`config.mk`:
```
export PLATFORM = sky130hd
export DESIGN_NAME = pe_relay_fifo
export DESIGN_NICKNAME = d
export VERILOG_FILES = /design/src/rtl/pe_relay_pkg.sv /design/src/rtl/pe_relay_chan.sv /design/src/rtl/pe_relay_fifo.sv
export SDC_FILE = /design/constraint.sdc
export NUM_CORES = 1
export LEC_CHECK = 0
export BUFFER_PORTS_ARGS = -buffer_cell sky130_fd_sc_hd__buf_4
export CORE_MARGIN = 2
export CORE_UTILIZATION = 56
export CTS_BUF_LIST = sky130_fd_sc_hd__clkbuf_16
export DETAILED_ROUTE_END_ITERATION = 16
export PLACE_DENSITY = 0.76
export SLEW_MARGIN = 10
export SYNTH_ARGS = -nofsm -noshare
export SYNTH_HDL_FRONTEND = slang
export SYNTH_HIERARCHICAL = 1
export SYNTH_SLANG_ARGS = --single-unit
export TNS_END_PERCENT = 5
```
`constraint.sdc`:
```
create_clock -name clk -period 30.7 [get_ports clk]
set_input_delay 1.535 -clock clk [delete_from_list [all_inputs] [get_ports clk]]
set_output_delay 1.535 -clock clk [all_outputs]
set_load 0.01 [all_outputs]
```
`src/rtl/pe_relay_pkg.sv`:
```
// Shared defaults for the PE relay FIFO block.
// Holds the default channel widths, FIFO depth and transfer-counter width.
// The top module and the per-channel sub-module both import these values.
package pe_relay_pkg;

  localparam int EAST_WIDTH_DEF  = 130;
  localparam int NORTH_WIDTH_DEF = 164;
  localparam int FIFO_DEPTH_DEF  = 4;   // power of two, >= 2
  localparam int CNT_WIDTH_DEF   = 16;

endpackage

```
`src/rtl/pe_relay_chan.sv`:
```
// One relay channel: a register-based FIFO with an occupancy level and an
// output-transfer counter.
//
// Ports
//   clk, reset            clock; synchronous active-high reset
//   ap_start_i            accept enable (gates pushes only)
//   flush_i               synchronous clear of the stored words
//   in_data_i/in_valid_i/in_ready_o     upstream side
//   out_data_o/out_valid_o/out_ready_i  downstream side
//   level_o               current occupancy, 0..DEPTH
//   xfer_cnt_o            number of output transfers, wraps
//
// Handshake: a word moves on a side in every cycle where valid and ready are
// both high on that side. valid never depends on ready. Once out_valid_o is
// high, out_data_o holds the head word unchanged until it is taken.
// in_ready_o is low when full even if a pop happens in the same cycle, and
// both sides are held off while reset is high.
module pe_relay_chan
  import pe_relay_pkg::*;
#(
  parameter int WIDTH = EAST_WIDTH_DEF,
  parameter int DEPTH = FIFO_DEPTH_DEF,
  parameter int CNT_W = CNT_WIDTH_DEF,
  localparam int LVL_W = $clog2(DEPTH + 1)
) (
  input  logic             clk,
  input  logic             reset,
  input  logic             ap_start_i,
  input  logic             flush_i,
  input  logic [WIDTH-1:0] in_data_i,
  input  logic             in_valid_i,
  output logic             in_ready_o,
  output logic [WIDTH-1:0] out_data_o,
  output logic             out_valid_o,
  input  logic             out_ready_i,
  output logic [LVL_W-1:0] level_o,
  output logic [CNT_W-1:0] xfer_cnt_o
);

  localparam int PTR_W = $clog2(DEPTH);

  logic [WIDTH-1:0] mem_q [DEPTH];
  logic [PTR_W-1:0] wr_ptr_q, wr_ptr_d;
  logic [PTR_W-1:0] rd_ptr_q, rd_ptr_d;
  logic [LVL_W-1:0] level_q, level_d;
  logic [CNT_W-1:0] cnt_q, cnt_d;
  logic             full, empty, push, pop;

  function automatic logic [PTR_W-1:0] ptr_inc(input logic [PTR_W-1:0] p);
    return (p == PTR_W'(DEPTH - 1)) ? '0 : p + PTR_W'(1);
  endfunction

  assign full  = (level_q == LVL_W'(DEPTH));
  assign empty = (level_q == '0);

  // Gating with reset means no handshake can complete in a reset cycle.
  assign in_ready_o  = !reset && ap_start_i && !full && !flush_i;
  assign out_valid_o = !reset && !empty;

  assign push = in_valid_i && in_ready_o;
  assign pop  = out_valid_o && out_ready_i;

  assign out_data_o = mem_q[rd_ptr_q];
  assign level_o    = level_q;
  assign xfer_cnt_o = cnt_q;

  always_comb begin
    wr_ptr_d = wr_ptr_q;
    rd_ptr_d = rd_ptr_q;
    level_d  = level_q;
    cnt_d    = cnt_q;
    // A pop in the flush cycle is a real transfer and is counted.
    if (pop) cnt_d = cnt_q + CNT_W'(1);
    if (flush_i) begin
      wr_ptr_d = '0;
      rd_ptr_d = '0;
      level_d  = '0;
    end else begin
      if (push) wr_ptr_d = ptr_inc(wr_ptr_q);
      if (pop)  rd_ptr_d = ptr_inc(rd_ptr_q);
      if (push && !pop)      level_d = level_q + LVL_W'(1);
      else if (pop && !push) level_d = level_q - LVL_W'(1);
    end
  end

  always_ff @(posedge clk) begin
    if (reset) begin
      wr_ptr_q <= '0;
      rd_ptr_q <= '0;
      level_q  <= '0;
      cnt_q    <= '0;
      for (int i = 0; i < DEPTH; i++) mem_q[i] <= '0;
    end else begin
      wr_ptr_q <= wr_ptr_d;
      rd_ptr_q <= rd_ptr_d;
      level_q  <= level_d;
      cnt_q    <= cnt_d;
      if (push) mem_q[wr_ptr_q] <= in_data_i;
    end
  end

endmodule

```
`src/rtl/pe_relay_fifo.sv`:
```
// Two independent relay FIFOs (east and north) sharing clock, reset, accept
// enable and flush.
//
// Ports
//   clk, reset                    clock; synchronous active-high reset
//   ap_start                      accept enable for both channels
//   flush                         synchronous clear of both FIFOs
//   in_from_east/in_east_valid/in_east_ready      east input
//   out_to_east/out_east_valid/out_east_ready     east output
//   in_from_north/in_north_valid/in_north_ready   north input
//   out_to_north/out_north_valid/out_north_ready  north output
//   east_level, north_level       current occupancy per channel
//   east_xfer_cnt, north_xfer_cnt output transfer counts per channel
//
// Handshake: a word moves on a side in every cycle where valid and ready are
// both high on that side. valid never depends on ready. Once an output valid
// is high, its data holds the head word unchanged until the word is taken.
module pe_relay_fifo
  import pe_relay_pkg::*;
#(
  parameter int EAST_WIDTH  = EAST_WIDTH_DEF,
  parameter int NORTH_WIDTH = NORTH_WIDTH_DEF,
  parameter int FIFO_DEPTH  = FIFO_DEPTH_DEF,
  parameter int CNT_WIDTH   = CNT_WIDTH_DEF,
  localparam int LVL_W = $clog2(FIFO_DEPTH + 1)
) (
  input  logic                   clk,
  input  logic                   reset,
  input  logic                   ap_start,
  input  logic                   flush,
  input  logic [EAST_WIDTH-1:0]  in_from_east,
  input  logic                   in_east_valid,
  output logic                   in_east_ready,
  output logic [EAST_WIDTH-1:0]  out_to_east,
  output logic                   out_east_valid,
  input  logic                   out_east_ready,
  input  logic [NORTH_WIDTH-1:0] in_from_north,
  input  logic                   in_north_valid,
  output logic                   in_north_ready,
  output logic [NORTH_WIDTH-1:0] out_to_north,
  output logic                   out_north_valid,
  input  logic                   out_north_ready,
  output logic [LVL_W-1:0]       east_level,
  output logic [LVL_W-1:0]       north_level,
  output logic [CNT_WIDTH-1:0]   east_xfer_cnt,
  output logic [CNT_WIDTH-1:0]   north_xfer_cnt
);

  pe_relay_chan #(
    .WIDTH (EAST_WIDTH),
    .DEPTH (FIFO_DEPTH),
    .CNT_W (CNT_WIDTH)
  ) u_east (
    .clk         (clk),
    .reset       (reset),
    .ap_start_i  (ap_start),
    .flush_i     (flush),
    .in_data_i   (in_from_east),
    .in_valid_i  (in_east_valid),
    .in_ready_o  (in_east_ready),
    .out_data_o  (out_to_east),
    .out_valid_o (out_east_valid),
    .out_ready_i (out_east_ready),
    .level_o     (east_level),
    .xfer_cnt_o  (east_xfer_cnt)
  );

  pe_relay_chan #(
    .WIDTH (NORTH_WIDTH),
    .DEPTH (FIFO_DEPTH),
    .CNT_W (CNT_WIDTH)
  ) u_north (
    .clk         (clk),
    .reset       (reset),
    .ap_start_i  (ap_start),
    .flush_i     (flush),
    .in_data_i   (in_from_north),
    .in_valid_i  (in_north_valid),
    .in_ready_o  (in_north_ready),
    .out_data_o  (out_to_north),
    .out_valid_o (out_north_valid),
    .out_ready_i (out_north_ready),
    .level_o     (north_level),
    .xfer_cnt_o  (north_xfer_cnt)
  );

endmodule

```
# == After elaboration in Yosys (flattened, before gate mapping) ==
# Memories as Yosys holds them, arrays and structs flattened. A register that Yosys moved wholly into a read port is not among the register bits.
# Cells that the tools add are included.
# Widths: inputs -> output; s select.
# op_classes
n_addsub,10
eq_ne,6
mux,26
reduce_logical,32
# ops
operator,n
$mux 164,1
$reduce_or 164->1,1
$mux 130,1
$reduce_or 130->1,1
$add 16x1->16 const B,2
$mux 2,10
$logic_and 1x1->1,15
$mux 3,4
$logic_not 1->1,10
$mux 1,10
$add 2x1->2 const B,4
$eq 2x2->1 const B,4
$add 3x1->3 const B,2
$eq 3x3->1 const B,2
$logic_not 3->1,2
$sub 3x1->3 const B,2
$reduce_bool 2->1,2
$reduce_or 2->1,1
# word_totals
reg_bits,46
mem_bits_rw,1176
in_bits,302
out_inout_bits,336
wordCells,84
memories,2
# mem_list
memory,depth,width,rd,rd_ports_with_merged_regs,wr,line,source
u_north.mem_q,4,164,1,1,4,pe_relay_chan.sv:42,logic [WIDTH-1:0] mem_q [DEPTH];
u_east.mem_q,4,130,1,1,4,pe_relay_chan.sv:42,

# == Longest topological paths before layout ==
# logic_depth
ltp_word,10
depth_mapped,11
ltp_nobuf,9

# == By module ==
# The synthesis kept the hierarchy.
# modules_own_cells
mod,instances,cells_each,area_each_um2,seq_area_each_um2
pe_relay_chan at u_north,1,1719,29130.4,20199.4
pe_relay_chan at u_east,1,1390,23443.7,16115.5

# == Least setup slack after synthesis ==
# Ideal clock, no wire load.
# synth_timing
path_kind,input -> register
start,in reset
end,"mem u_north/mem_q[3][0] (netlist bit), enable pin"
setup_time_ns,0.743
arrival_time_ns,10.200
t_required_ns,29.957
setup_slack_ns,19.757
stages,6
n_path_buf,1
path_cell_list,nor2_1 > nand4_2 > inv_2 > clkbuf_1 > a21oi_1 > a21oi_1
# synth_lines
element,line,source
from (decl),pe_relay_fifo.sv:28,"input logic reset,"
to (decl),pe_relay_chan.sv:42,

==> run summary <==
Outcome: finished, final reports clean
Flop pwr share: 54.3%
Total die area: 96300 sq um
Reg-to-Reg End: u_north/mem_q[1][41]
Most frequent cell on the critical path: buf_4
Reg2Reg Launch Point: u_north/level_o[0]
Post-CTS setup-driven buffer insertion count: 0
Crit path max fanout: 48
Number of enable-type register cells in the synthesized netlist: 1176
Cell at the slowest stage of the critical path: dfxtp_4
Pleak: 0.0232 uW
Number of hold violations in the final report: 0
Share of the cycle needed by the critical path after routing: 18.7%
Switching power as a share of total power: 21.1%
Antenna-violating nets left: 0
Number of warnings printed during yosys synthesis: 6
Power share of the clock group: 40.0%
Area share of the leading cell type in the synthesized netlist: 67.2%
Clock root buffer master: clkbuf_16
Fmax: 174 MHz
Worst Reg-to-Reg Cells: 6
Global route total overflow: 0
Wire length of the first global-routing pass: 181000 microns
Hold path startpoint: u_north/xfer_cnt_o[15]
Drt initial violations: 2401
Worst setup path class: register to output pin
Sequential-to-total area share from yosys stat: 69.1%
Post-route cell area: 62200 sq um
Kind of end point of the critical path: output pin
Die height: 310 microns
Largest area contributor in the netlist: edfxtp_1
Final weighted congestion in routability-driven placement: 0.804
Top flip-flop cell by instance count after synthesis: edfxtp_1
CP cell instances: buf_4, buf_4, mux4_2, buf_4
Rows: 112
Global-route usage over all layers: 25.5%
Ratio of routed vias to standard cells: 5.55
Buffers from clock root to sink, at most: 3
Via count of the first global-routing pass: 28800
Minimum period implied by the final worst setup slack: 5.74 ns
Area growth from synthesis to layout: 18.4%
Normalized max-slew margin: 23.6%
Max incr delay on CP: 1.00 ns
IO Pins: 638
Synthesized net count: 3421
Final setup violating endpoints: 0
Final max-slew violation count: 0
Count of H-tree levels built during CTS: 3
Transition at the pin with the smallest max-transition slack: 1.15 ns
Hold/Removal Path Class: register to register
Placed cell area: 58400 sq um
Critical path destination: out_to_east[63]
Largest net degree at the start of global routing: 166
# Max-Cap Violations: 0
Core Util, Final: 66.8%
Worst path arrival time: 4.21 ns
Post-route clock skew: 0.0291 ns
Combinational power share: 5.7%
Crit path required time: 29.17 ns
Post-synth top cells: and2_1 (1176), edfxtp_1 (1176), mux4_2 (294)
Post-CTS Hold Buffers: 0
Die width: 310 microns
Final routed wire length divided by cell count: 24.5 microns
Count of unresolved DRC violations after routing: 0
Accumulated negative setup slack: 0 ns
Initial standard-cell utilization of the core: 56.4%
RSZ-0062 raised after global routing: false
Register bit total from synthesis: 1226
Min-Delay Path Depth: 1
TritonCTS clock tree: yes
Core outline area: 93200 sq um
Via count of the routed design: 28200
Number of buffers inserted by port buffering: 637
Antenna violations before repair: 24
Count of clock tree sinks: 1226
Net total in the final layout: 4013
Maximum resistive drop on vdd: 48.4 uV
Count of different cell masters after synthesis: 48
Post-detail-place hpwl: 74400 microns
Post-Route WL: 124000 microns
Leading post-synthesis cells by cell area: edfxtp_1 (67%), and2_1 (14%), mux4_2 (13%), dfxtp_1 (1.9%), clkbuf_1 (1.1%)
Netlist Area Pre-Place: 52600 sq um
DRT Pass-1 Iters: 6
Int Pwr: 2790 uW
Clock network latency to the later pin of the worst-skew pair: 0.71 ns
Fraction of final layout cells sized beyond drive strength 1: 30.5%
Avg Cell Area, Syn: 16.9 sq um
Inserted Clock Buffers: 121
Reg-to-reg slack, setup: 26.32 ns
Gate count after technology mapping: 3109
P_sw: 747 uW
Share of synthesized flip-flops with an asynchronous set or reset: 0%
Power density over cell area: 56.8 nW/um^2
Clock transition at the registers of the reported paths: 0.06 ns
Startpoint type of the worst setup path: register
# resized after CTS: 0
## metal layers
| metal | vias up | GRT usage, % | wire, microns | part of all wire [%] |
|---|---|---|---|---|
| met3 | 207 | 5.74 | 9350 | 7.5 |
| met2 | 998 | 42.1 | 63200 | 51 |
| met1 | 14200 | 32.4 | 46900 | 38 |
| li1 | 12700 | - | - | - |
| met5 | - | 0 | 80 | 0.064 |
| met4 | 12 | 11.8 | 4710 | 3.8 |
## metrics by stage
step	total power (uW)	setup slack (ns)	hold WS, ns	std cells
global route	3640	24.51	0.517	5071
global placement	2160	24.76	0.467	4832
CTS	3560	24.73	0.481	5055
floorplan	2040	19.76	0.466	3109
detailed placement	2160	24.80	0.468	4832
finish	3540	24.96	0.481	5072
## cell type report
| class | instances | area (sq um) |
|---|---|---|
| Antenna cell | 17 | 42.5 |
| Clock buffer | 123 | 3080 |
| Clock inverter | 100 | 707 |
| Fill cell | 6286 | 30900 |
| Inverter | 13 | 52.6 |
| Multi-Input combinational cell | 1667 | 15400 |
| Sequential cell | 1226 | 36300 |
| Tap cell | 1254 | 1570 |
| Timing Repair Buffer | 672 | 5080 |
## placed cells by master, fill, tap and decap left out, types with 3 or more instances in the layout
| master | synthesis | final |
|---|---|---|
| edfxtp_1 | 1176 | 1176 |
| clkbuf_16 | 0 | 123 |
| a21oi_1 | 27 | 25 |
| buf_12 | 0 | 3 |
| buf_4 | 0 | 669 |
| clkinv_2 | 0 | 19 |
| nand3_1 | 4 | 4 |
| dfxtp_4 | 0 | 4 |
| inv_6 | 0 | 3 |
| bufinv_16 | 0 | 9 |
| nor3_1 | 6 | 4 |
| dfxtp_1 | 50 | 46 |
| or2_4 | 0 | 6 |
| and2_1 | 1176 | 1176 |
| mux4_2 | 294 | 294 |
| ha_1 | 8 | 8 |
| nor3_2 | 4 | 4 |
| diode_2 | 0 | 17 |
| nor2_1 | 25 | 25 |
| xor2_1 | 6 | 6 |
| xnor2_1 | 10 | 10 |
| o21ai_0 | 20 | 20 |
| or3_1 | 20 | 20 |
| nand2_1 | 15 | 15 |
| inv_1 | 11 | 38 |
| nand4_1 | 6 | 6 |
| clkinvlp_4 | 0 | 3 |
| mux2i_1 | 6 | 6 |
| clkinv_1 | 0 | 36 |
## cell families (layout without fill, tap and decap cells)
kind of cell | count (synthesis) | after routing | synth area share [%]
AO/OA/AOI/OAI | 50 | 50 | 0.495
other | 0 | 17 | 0
adder cells (fa/ha/maj) | 10 | 10 | 0.267
XOR/XNOR | 16 | 16 | 0.267
multiplexers | 300 | 300 | 12.7
AND/OR/NAND/NOR | 1291 | 1291 | 15.4
buffers and inverters | 216 | 908 | 1.78
flip-flops | 1226 | 1226 | 69.1
## flip-flops by register name (all words and copies together), names as in the netlist, named ones only
register,count
u_north/wr_ptr_q,2
u_north/rd_ptr_q,2
u_east/mem_q,520
u_east/wr_ptr_q,2
u_north/xfer_cnt_o,16
u_east/rd_ptr_q,2
u_north/mem_q,656
u_east/level_o,3
u_east/xfer_cnt_o,16
u_north/level_o,3
## how the worst min path moves through the flow
stage                                         to  slack, ns
after floorplan              u_north/wr_ptr_q[1]       0.47
after global placement    u_north/xfer_cnt_o[15]       0.47
after detailed placement  u_north/xfer_cnt_o[15]       0.47
after CTS                 u_north/xfer_cnt_o[15]       0.48
after global routing      u_north/xfer_cnt_o[15]       0.52
final                     u_north/xfer_cnt_o[15]       0.48
## power by group through the flow
stage	logic (uW)	registers, uW	clock network, uW
6_report	203	1920	1410
5_1_grt	216	1930	1500
4_1_cts	205	1920	1440
3_5_place_dp	204	1960	0
2_1_floorplan	87.6	1960	0
3_3_place_gp	203	1950	0
## critical path, delay by kind of cell (launching register included)
family	cells	cell delay [ns]
multiplexers	1	0.62
buffers and inverters	3	1.75
flip-flops	1	1.00
(Power assumes the default switching activity.)
